File: config.mk
export PLATFORM = sky130hd
export DESIGN_NAME = apb_addr_filter_regs
export DESIGN_NICKNAME = d
export VERILOG_FILES = /design/src/rtl/apb_addr_filter_regs.sv
export SDC_FILE = /design/constraint.sdc
export NUM_CORES = 1
export LEC_CHECK = 0
export CAP_MARGIN = 5
export CORE_UTILIZATION = 45
export CTS_BUF_LIST = sky130_fd_sc_hd__clkbuf_16
export DETAILED_ROUTE_END_ITERATION = 10
export MAX_ROUTING_LAYER = met4
export PLACE_DENSITY = 0.65
export SKIP_CTS_REPAIR_TIMING = 1
export SYNTH_ARGS = -nofsm -noshare
export SYNTH_HDL_FRONTEND = slang
export SYNTH_HIERARCHICAL = 1
export SYNTH_SLANG_ARGS = --single-unit
File: constraint.sdc
create_clock -name pclock -period 3.3 [get_ports pclock]
set_clock_uncertainty 0.15 [all_clocks]
set_input_delay 0.66 -clock pclock [delete_from_list [all_inputs] [get_ports pclock]]
set_output_delay 0.66 -clock pclock [all_outputs]
set_load 0.005 [all_outputs]
File: src/rtl/apb_addr_filter_regs.sv
// APB3 register slave for an address-window filter with a registered address-check port.
// Optional per-window hit counters are built when APB_FILTER_HITCNT_EN is defined.

module apb_addr_filter_win #(
    parameter int FADDR_WIDTH = 32
) (
    input  logic                   en_i,
    input  logic [FADDR_WIDTH-1:0] base_i,
    input  logic [FADDR_WIDTH-1:0] limit_i,
    input  logic [FADDR_WIDTH-1:0] addr_i,
    output logic                   match_o
);
    // BASE > LIMIT makes both bounds unsatisfiable together, so no extra guard is needed.
    assign match_o = en_i && (addr_i >= base_i) && (addr_i <= limit_i);
endmodule

module apb_addr_filter_regs #(
    parameter int ADDR_WIDTH  = 8,
    parameter int DATA_WIDTH  = 32,
    parameter int FADDR_WIDTH = 32,
    parameter int NUM_RANGES  = 4,
    parameter int WAIT_CYCLES = 0
) (
    input  logic                   pclock,
    input  logic                   presetn,
    input  logic                   psel,
    input  logic                   penable,
    input  logic                   pwrite,
    input  logic [ADDR_WIDTH-1:0]  paddr,
    input  logic [DATA_WIDTH-1:0]  pwdata,
    output logic [DATA_WIDTH-1:0]  prdata,
    output logic                   pready,
    output logic                   pslverr,
    input  logic                   chk_valid,
    input  logic [FADDR_WIDTH-1:0] chk_addr,
    output logic                   chk_done,
    output logic                   chk_hit,
    output logic [2:0]             chk_idx
);
    localparam int IW = (NUM_RANGES > 1) ? $clog2(NUM_RANGES) : 1;
    localparam logic [31:0] WIN_END = 32'(16 + 8 * NUM_RANGES);

    typedef enum logic [1:0] {IDLE, SETUP, ACCESS} state_t;

    state_t                                 state_q;
    logic [3:0]                             wait_q;
    logic                                   pready_q, pslverr_q;
    logic [DATA_WIDTH-1:0]                  prdata_q;
    logic                                   ctrl_q;
    logic [NUM_RANGES-1:0]                  en_q;
    logic [NUM_RANGES-1:0][FADDR_WIDTH-1:0] base_q, limit_q;
    logic [2:0]                             last_idx_q;
    logic [15:0]                            miss_q;
    logic                                   chk_done_q, chk_hit_q;
    logic [2:0]                             chk_idx_q;

    logic [31:0]           addr_w;
    logic [IW-1:0]         win_sel;
    logic                  sel_ctrl, sel_en, sel_stat, sel_win, sel_cnt, map_ok;
    logic [DATA_WIDTH-1:0] rd_data, resp_data;
    logic                  wr_commit;
    logic [NUM_RANGES-1:0] match;
    logic                  any_hit;
    logic [2:0]            hit_idx;

`ifdef APB_FILTER_HITCNT_EN
    localparam logic [31:0] CNT_END = 32'(64 + 4 * NUM_RANGES);
    logic [NUM_RANGES-1:0][15:0] hcnt_q;
    logic [IW-1:0]               cnt_sel;
    assign cnt_sel = IW'((addr_w - 32'h40) >> 2);
`endif

    assign addr_w  = 32'(paddr);
    assign win_sel = IW'((addr_w - 32'h10) >> 3);

    always_comb begin
        sel_ctrl = (addr_w == 32'h0);
        sel_en   = (addr_w == 32'h4);
        sel_stat = (addr_w == 32'h8);
        sel_win  = (addr_w >= 32'h10) && (addr_w < WIN_END);
        sel_cnt  = 1'b0;
`ifdef APB_FILTER_HITCNT_EN
        sel_cnt  = !sel_win && (addr_w >= 32'h40) && (addr_w < CNT_END);
`endif
        map_ok   = (addr_w[1:0] == 2'b00) && (sel_ctrl || sel_en || sel_stat || sel_win || sel_cnt);
    end

    always_comb begin
        rd_data = '0;
        if (sel_ctrl) rd_data[0] = ctrl_q;
        else if (sel_en) rd_data[NUM_RANGES-1:0] = en_q;
        else if (sel_stat) begin
            rd_data[2:0]   = last_idx_q;
            rd_data[31:16] = miss_q;
        end
        else if (sel_win) rd_data[FADDR_WIDTH-1:0] = addr_w[2] ? limit_q[win_sel] : base_q[win_sel];
`ifdef APB_FILTER_HITCNT_EN
        else if (sel_cnt) rd_data[15:0] = hcnt_q[cnt_sel];
`endif
    end

    assign resp_data = (pwrite || !map_ok) ? '0 : rd_data;
    assign wr_commit = (state_q == ACCESS) && pready_q && psel && pwrite && !pslverr_q;

    // Response is registered one cycle ahead so pready/pslverr/prdata leave the FSM as flops.
    always_ff @(posedge pclock or negedge presetn) begin
        if (!presetn) begin
            state_q   <= IDLE;
            wait_q    <= '0;
            pready_q  <= 1'b0;
            pslverr_q <= 1'b0;
            prdata_q  <= '0;
        end else begin
            pready_q  <= 1'b0;
            pslverr_q <= 1'b0;
            prdata_q  <= '0;
            case (state_q)
                IDLE: if (psel && !penable) state_q <= SETUP;
                SETUP: begin
                    if (!psel) state_q <= IDLE;
                    else begin
                        state_q <= ACCESS;
                        wait_q  <= '0;
                        if (WAIT_CYCLES == 0) begin
                            pready_q  <= 1'b1;
                            pslverr_q <= !map_ok;
                            prdata_q  <= resp_data;
                        end
                    end
                end
                ACCESS: begin
                    if (pready_q || !psel) state_q <= (psel && !penable) ? SETUP : IDLE;
                    else begin
                        wait_q <= wait_q + 4'd1;
                        if (wait_q + 4'd1 == 4'(WAIT_CYCLES)) begin
                            pready_q  <= 1'b1;
                            pslverr_q <= !map_ok;
                            prdata_q  <= resp_data;
                        end
                    end
                end
                default: state_q <= IDLE;
            endcase
        end
    end

    for (genvar i = 0; i < NUM_RANGES; i++) begin : g_win
        apb_addr_filter_win #(.FADDR_WIDTH(FADDR_WIDTH)) u_win (
            .en_i    (ctrl_q & en_q[i]),
            .base_i  (base_q[i]),
            .limit_i (limit_q[i]),
            .addr_i  (chk_addr),
            .match_o (match[i])
        );
    end

    always_comb begin
        any_hit = 1'b0;
        hit_idx = 3'd0;
        for (int i = NUM_RANGES - 1; i >= 0; i--) begin
            if (match[i]) begin
                any_hit = 1'b1;
                hit_idx = 3'(i);
            end
        end
    end

    always_ff @(posedge pclock or negedge presetn) begin
        if (!presetn) begin
            ctrl_q     <= 1'b0;
            en_q       <= '0;
            base_q     <= '0;
            limit_q    <= '0;
            last_idx_q <= '0;
            miss_q     <= '0;
            chk_done_q <= 1'b0;
            chk_hit_q  <= 1'b0;
            chk_idx_q  <= '0;
        end else begin
            chk_done_q <= chk_valid;
            chk_hit_q  <= chk_valid && any_hit;
            chk_idx_q  <= (chk_valid && any_hit) ? hit_idx : 3'd0;
            if (chk_valid && any_hit) last_idx_q <= hit_idx;
            if (wr_commit && sel_stat) miss_q <= '0;
            else if (chk_valid && !any_hit && miss_q != 16'hFFFF) miss_q <= miss_q + 16'd1;
            if (wr_commit) begin
                if (sel_ctrl) ctrl_q <= pwdata[0];
                if (sel_en) en_q <= pwdata[NUM_RANGES-1:0];
                if (sel_win && addr_w[2]) limit_q[win_sel] <= pwdata[FADDR_WIDTH-1:0];
                if (sel_win && !addr_w[2]) base_q[win_sel] <= pwdata[FADDR_WIDTH-1:0];
            end
        end
    end

`ifdef APB_FILTER_HITCNT_EN
    always_ff @(posedge pclock or negedge presetn) begin
        if (!presetn) hcnt_q <= '0;
        else begin
            for (int i = 0; i < NUM_RANGES; i++) begin
                if (wr_commit && sel_cnt && cnt_sel == IW'(i)) hcnt_q[i] <= '0;
                else if (chk_valid && any_hit && hit_idx == 3'(i) && hcnt_q[i] != 16'hFFFF)
                    hcnt_q[i] <= hcnt_q[i] + 16'd1;
            end
        end
    end
`endif

    assign prdata   = prdata_q;
    assign pready   = pready_q;
    assign pslverr  = pslverr_q;
    assign chk_done = chk_done_q;
    assign chk_hit  = chk_hit_q;
    assign chk_idx  = chk_idx_q;
endmodule

==> metrics.yaml <==
finalNetCount: 2543
critPathLaunchType: "input pin"
grt_pass1_wl_um: 97550
gp_congestion: 0.9560
syn_area_per_cell_um2: 11.30
track_usage_pct: 27.63
first_global_vias: 16777
fin_ws_ns: -0.3914
p_int_mw: 7.108
synth_edf_count: 0
maxCapViolCount: 0
met3_length_um: 3787
yosysTopAreaCell: "dfrtp_1"
relSlewSlack_pct: 46.17
critPathArrivalTime_ns: 4.02
min_path_type: "flip-flop to flip-flop"
wl_met1_um: 28600
wl_per_cell_um: 22.35
drv_slew: 0
final_common_cell: "dfrtp_1"
io_pins: 117
fp-row-count: 79
crit_required_ns: 3.63
status: "finished with violations"
synthTopCellsByArea: "dfrtp_1 38%, ha_1 15%, mux2_2 13%"
seqPwrFrac_pct: 42.8
routed-wl-met2_um: 29060
cts_buffers: 40
switchingPower_mw: 2.648
die_w_um: 219.5
htreeDepth: 2
cts_sinks: 323
finalCritPeriodShare_pct: 111.9
endpoint_kind: "flip-flop"
min_path_cells: 1
drt_iter0_drc: 1383
crit_path_max_incr_delay_ns: 0.50
cts.path.max_buffers: 3
synthesis.nets: 2225
stdcell_area_um2: 26470
initial_core_util_pct: 45.65
vias_per_cell: 5.712
syn_area_um2: 21300
overflow: 0
post-route-util_pct: 56.73
crit_fanout: 8
antenna_found_initial: 2
place_inst: 2749
p_per_area_nw_per_um2: 368.6
p_leak_nw: 11.95
pwr-share-comb_pct: 13.7
ff2ff_path_depth: 11
ys.flop_type: "dfrtp_1"
fill_cells: 3948
clk_latency_ns: 0.58
setup.worst_path.class: "input pin to flip-flop"
via_count: 16206
hold_viol: 0
ys_ff_latch: 323
final_cell_mix: "323 x dfrtp_1, 270 x inv_1, 257 x ha_1"
areaGrowthSynthToFinish_pct: 24.28
finalNonFillerCells: 2837
place_area_um2: 24620
dr.pass1.iters: 8
p_total_mw: 9.756
worstPathCellList: "clkdlybuf4s50_1 -> buf_4 -> ha_1 -> a21o_1 -> a221o_1 -> a221oi_4 -> o21ai_2 -> a21oi_4 -> a311oi_4 -> nor4b_4 -> nand4_1 -> or4_1 -> a21oi_1"
cp_slowest_cell: "or4_1"
drt-total-wl_um: 63410
ant_nets: 0
drc: 22
grt_max_degree: 79
ys_seq_area_share_pct: 37.95
synth_async_sr_flop_share_pct: 100.0
setup_viol: 15
tns_ns: -3.883
tritoncts: "built"
max_slew.worst_pin.slew_ns: 0.8013
yosysTopAreaCellShare_pct: 37.95
port_buffers: 115
violations: "DRC, setup timing"
fin_crit_ns: 3.691
swShare_pct: 27.14
dp_hpwl_um: 46690
grt_setup_unrepaired: "true"
cts.root.buffer_cell: "clkbuf_16"
clk_pin_slew_ns: 0.06
core_area_um2: 46650
max_freq_mhz: 270.9
synthesis.instances: 1884
pwr-share-clk_pct: 43.5
ys_warn_count: 6
die-area_um2: 48200
synth.distinct_cells: 67
highest_layer: "met4"
die_y_um: 219.5
drive_above_1_share_pct: 30.61
ir_drop_mv: 0.2578
-- registers in the layout, summed over array words and instances, names as in the netlist, 2 cells and up --
signal,count
base_q,128
chk_idx,2
en_q,4
last_idx_q,2
limit_q,128
miss_q,16
prdata,32
state_q,2
wait_q,4
-- routing by layer --
| layer | vias to the layer above | track usage, % |
|---|---|---|
| met4 | 0 | 9.907 |
| met2 | 489 | 41.78 |
| met5 | - | - |
| met3 | 117 | 4.776 |
| li1 | 7535 | - |
| met1 | 8065 | 37.22 |
-- cells by family (layout without fill, tap and decap cells) --
kind of cell	after synthesis	after routing	synth area share, %
multiplexers	341	341	21.14
buffers and inverters	327	671	6.703
flip-flops	323	323	37.95
AND/OR/NAND/NOR	323	323	8.631
AO/OA/AOI/OAI	304	304	10.02
adder cells (fa/ha/maj)	263	263	15.45
XOR/XNOR	2	2	0.08227
other	1	3	0.01761
-- synth_stat cells, types with 11 or more instances --
cell and instances:
buf_6 16, a21o_1 29, a211oi_1 15, dfrtp_1 323
nor4_1 11, o21ai_0 44, nand2b_1 13, a21oi_1 97
a221oi_1 24, and4_1 15, mux2_2 248, mux4_2 61
buf_2 16, o31ai_1 17, buf_4 16, nand2_1 80
mux2_1 13, nor2_1 41, or4_1 13, a211oi_2 14
ha_1 263, nor2b_1 12, inv_1 265, mux2i_1 19
nand3_1 43, nand4_1 39, nor3_1 11
-- metrics by stage --
step / hold slack (ns) / setup slack [ns]
3_3_place_gp: 0.3499 / -1.503
2_1_floorplan: 0.2144 / -0.006674
4_1_cts: -0.02258 / -0.9555
3_5_place_dp: 0.3598 / -1.536
6_report: 0.3688 / -0.3914
5_1_grt: 0.3801 / -0.4951
-- power by group through the flow --
stage	Sequential, mW	Combinational, mW	Clock (mW)
global route	4.18	1.48	4.48
detailed placement	4.24	1.27	0
global placement	4.23	1.23	0
floorplan	4.19	0.642	0
finish	4.18	1.33	4.25
CTS	4.17	1.27	4.33
-- layout make-up --
cell class                 count  area (µm²)  area share, %
sequential                   323        8083          30.54
clock inverter                27       209.0         0.7895
inverter                     265       994.7          3.758
tap                          607       759.5          2.870
clock buffer                  41        1026          3.877
multi-input combinational   1234       12220          46.17
timing repair buffer         338        3169          11.97
antenna                        2       5.005        0.01891
-- worst paths after layout --
kind	start	end	slack [ns]
max in group asynchronous	presetn	base_q[56]	1.59
worst max-delay path	chk_addr[24]	miss_q[13]	-0.39
worst min-delay path	limit_q[101]	limit_q[101]	0.37
worst min register to register	limit_q[101]	limit_q[101]	0.37
min in group asynchronous	presetn	prdata[22]	0.54
worst max register to register	base_q[32]	miss_q[13]	-0.34
-- worst max-delay path: cells and delay by family --
kind | cells | cell delay (ns)
AOI/OAI and AO/OA | 7 | 1.50
and+or+nand+nor | 3 | 1.09
buffers and inverters | 2 | 0.58
adders and majority gates | 1 | 0.18
Note: power is estimated with default switching activity, not from simulation.
==> RTL edit (config.mk and constraints unchanged) <==
The parameter `WAIT_CYCLES` goes from 0 to 1.
--- a/src/rtl/apb_addr_filter_regs.sv
+++ b/src/rtl/apb_addr_filter_regs.sv
@@ -21,3 +21,3 @@
     parameter int NUM_RANGES  = 4,
-    parameter int WAIT_CYCLES = 0
+    parameter int WAIT_CYCLES = 1
 ) (
Check against the original RTL: not equivalent (Yosys sat finds a counterexample within 4 cycles, from zero or initial values and one cycle with presetn low).
==> RTL edit against the unedited design <==
- the flow finishes with violations (setup timing)
- worst hold slack got worse by 0.0040 ns
- power increased by 0.67%
- via count is 1.7% higher
- cell area is 0.51% higher
- worst setup slack gained 0.25 ns
- critical path depth grew 2
- sequential cell count is the same
- synthesized area fell by 2.0%
- cell count up 1.5%
- routed wire length up 0.14%
- global-route usage is 0.49 points higher
- largest cell class unchanged
- largest power group unchanged
==> RTL edit: results (changes against the unedited design) <==
- Status: complete, but fails checks
- Violations in the final reports: setup timing
- Fraction of layout instances using a drive strength above 1: 30.9% (+0.27 points)
- Drt pass-1 iters: 5 (-3)
- CP max stage cell: sky130_fd_sc_hd__or4_4
- Synthesized netlist net count: 2232 (+0.31%)
- P_leak: 12.1 nW (+1.5%)
- Post-detailed-placement cell area: 24700 um^2 (+0.35%)
- Data arrival time at the worst-slack endpoint: 3.81 ns (-0.21 ns)
- Top post-synthesis cells by area: sky130_fd_sc_hd__dfrtp_1 39%, sky130_fd_sc_hd__ha_1 16%, sky130_fd_sc_hd__mux2_2 12%
- NumNets Final: 2587 (+1.7%)
- Fin worst setup slack: -0.144 ns (+0.248 ns)
- Internal reg-to-reg setup slack: -0.11 ns (+0.23 ns)
- Total setup violations reported at the end of the flow: 9 (-6)
- Number of inserted diodes: 0 (-2)
- Number of antenna violations at the first check in global routing: 0 (-2)
- Setup_tns: -0.822 ns (+3.06 ns)
- Worst slew margin: 55.7% (+9.5 points)
- Largest vdd supply drop: 327 uV (+27%)
- Start of the worst register-to-register path: base_q[27]$_DFFE_PN0P_
- Reg2Reg Capture Point: miss_q[14]$_DFFE_PN0P_
- DP Worst Slack: -1.21 ns (+0.325 ns)
- Placer Congestion: 0.938 (-1.9%)
- Leading post-synthesis cells by instance count: 323 x sky130_fd_sc_hd__dfrtp_1, 267 x sky130_fd_sc_hd__inv_1, 259 x sky130_fd_sc_hd__ha_1
- R2r worst-path depth: 14 (+3)
- CP Max Fanout: 10 (+2)
- Proportion of synthesized chip area in sequential cells: 38.7% (+0.78 points)
- Total wirelength of the detailed-routed design: 63.5 mm (+0.14%)
- Initial drt markers: 1158 (-16%)
- Final worst hold slack: 0.365 ns (-0.00398 ns)
- Launch instance of the worst min-delay path: base_q[44]$_DFFE_PN0P_
-- RTL edit: cell types whose count changed after synthesis, sizes merged, moves of 5 or more --
| cell | change |
|---|---|
| clkbuf | +9 |
| a211oi | -15 |
| nor3 | +17 |
| or4 | -8 |
| o21ai | +6 |
| nand2 | +6 |
| buf | -8 |
| mux2i | -10 |
| o31ai | -6 |
| a21oi | +25 |
| a22o | -5 |
-- RTL edit: cell families (layout without fill, tap and decap cells) --
| group | count (synthesis) | in the layout | share of synthesized area [%] |
|---|---|---|---|
| buffers and inverters | 330 | 715 | 6.18 |
| other | 1 | 1 | 0.0180 |
| muxes | 332 | 332 | 21.2 |
| adders and majority gates | 259 | 259 | 15.5 |
| AOI/OAI and AO/OA | 315 | 315 | 9.82 |
| xor gates and xnor gates | 1 | 1 | 0.0420 |
| and+or+nand+nor | 334 | 334 | 8.54 |
| DFF | 323 | 323 | 38.7 |
-- RTL edit: power breakdown --
group	internal [mW]	leakage, nW	switching (mW)	total [mW]
combinational	0.553	7.02	0.685	1.24
sequential	4.02	4.48	0.128	4.15
clock	2.61	0.637	1.82	4.43
total	7.18	12.1	2.64	9.82
-- RTL edit: worst max-delay path: cells and delay by family --
family,cells,cell delay [ns]
AO/OA/AOI/OAI,7,1.22
adder cells (fa/ha/maj),1,0.20
buffers and inverters,4,0.90
AND/OR/NAND/NOR,3,0.82
-- RTL edit: layer usage --
metal	global-route usage (%)	up-vias	wire length [um]
li1	-	7615	-
met1	39.0	8357	29800
met2	43.2	424	29200
met3	3.90	90	3010
met4	7.28	0	1430
met5	-	-	0
-- RTL edit: final cells by class --
type                    count  area, um^2
clock buffers              40        1000
clock inverters            32         302
fillers                  3777       19000
inverters                 267        1010
multi-input cells        1242       12000
flip-flops and latches    323        8080
well taps                 600         751
repair buffers            376        3420
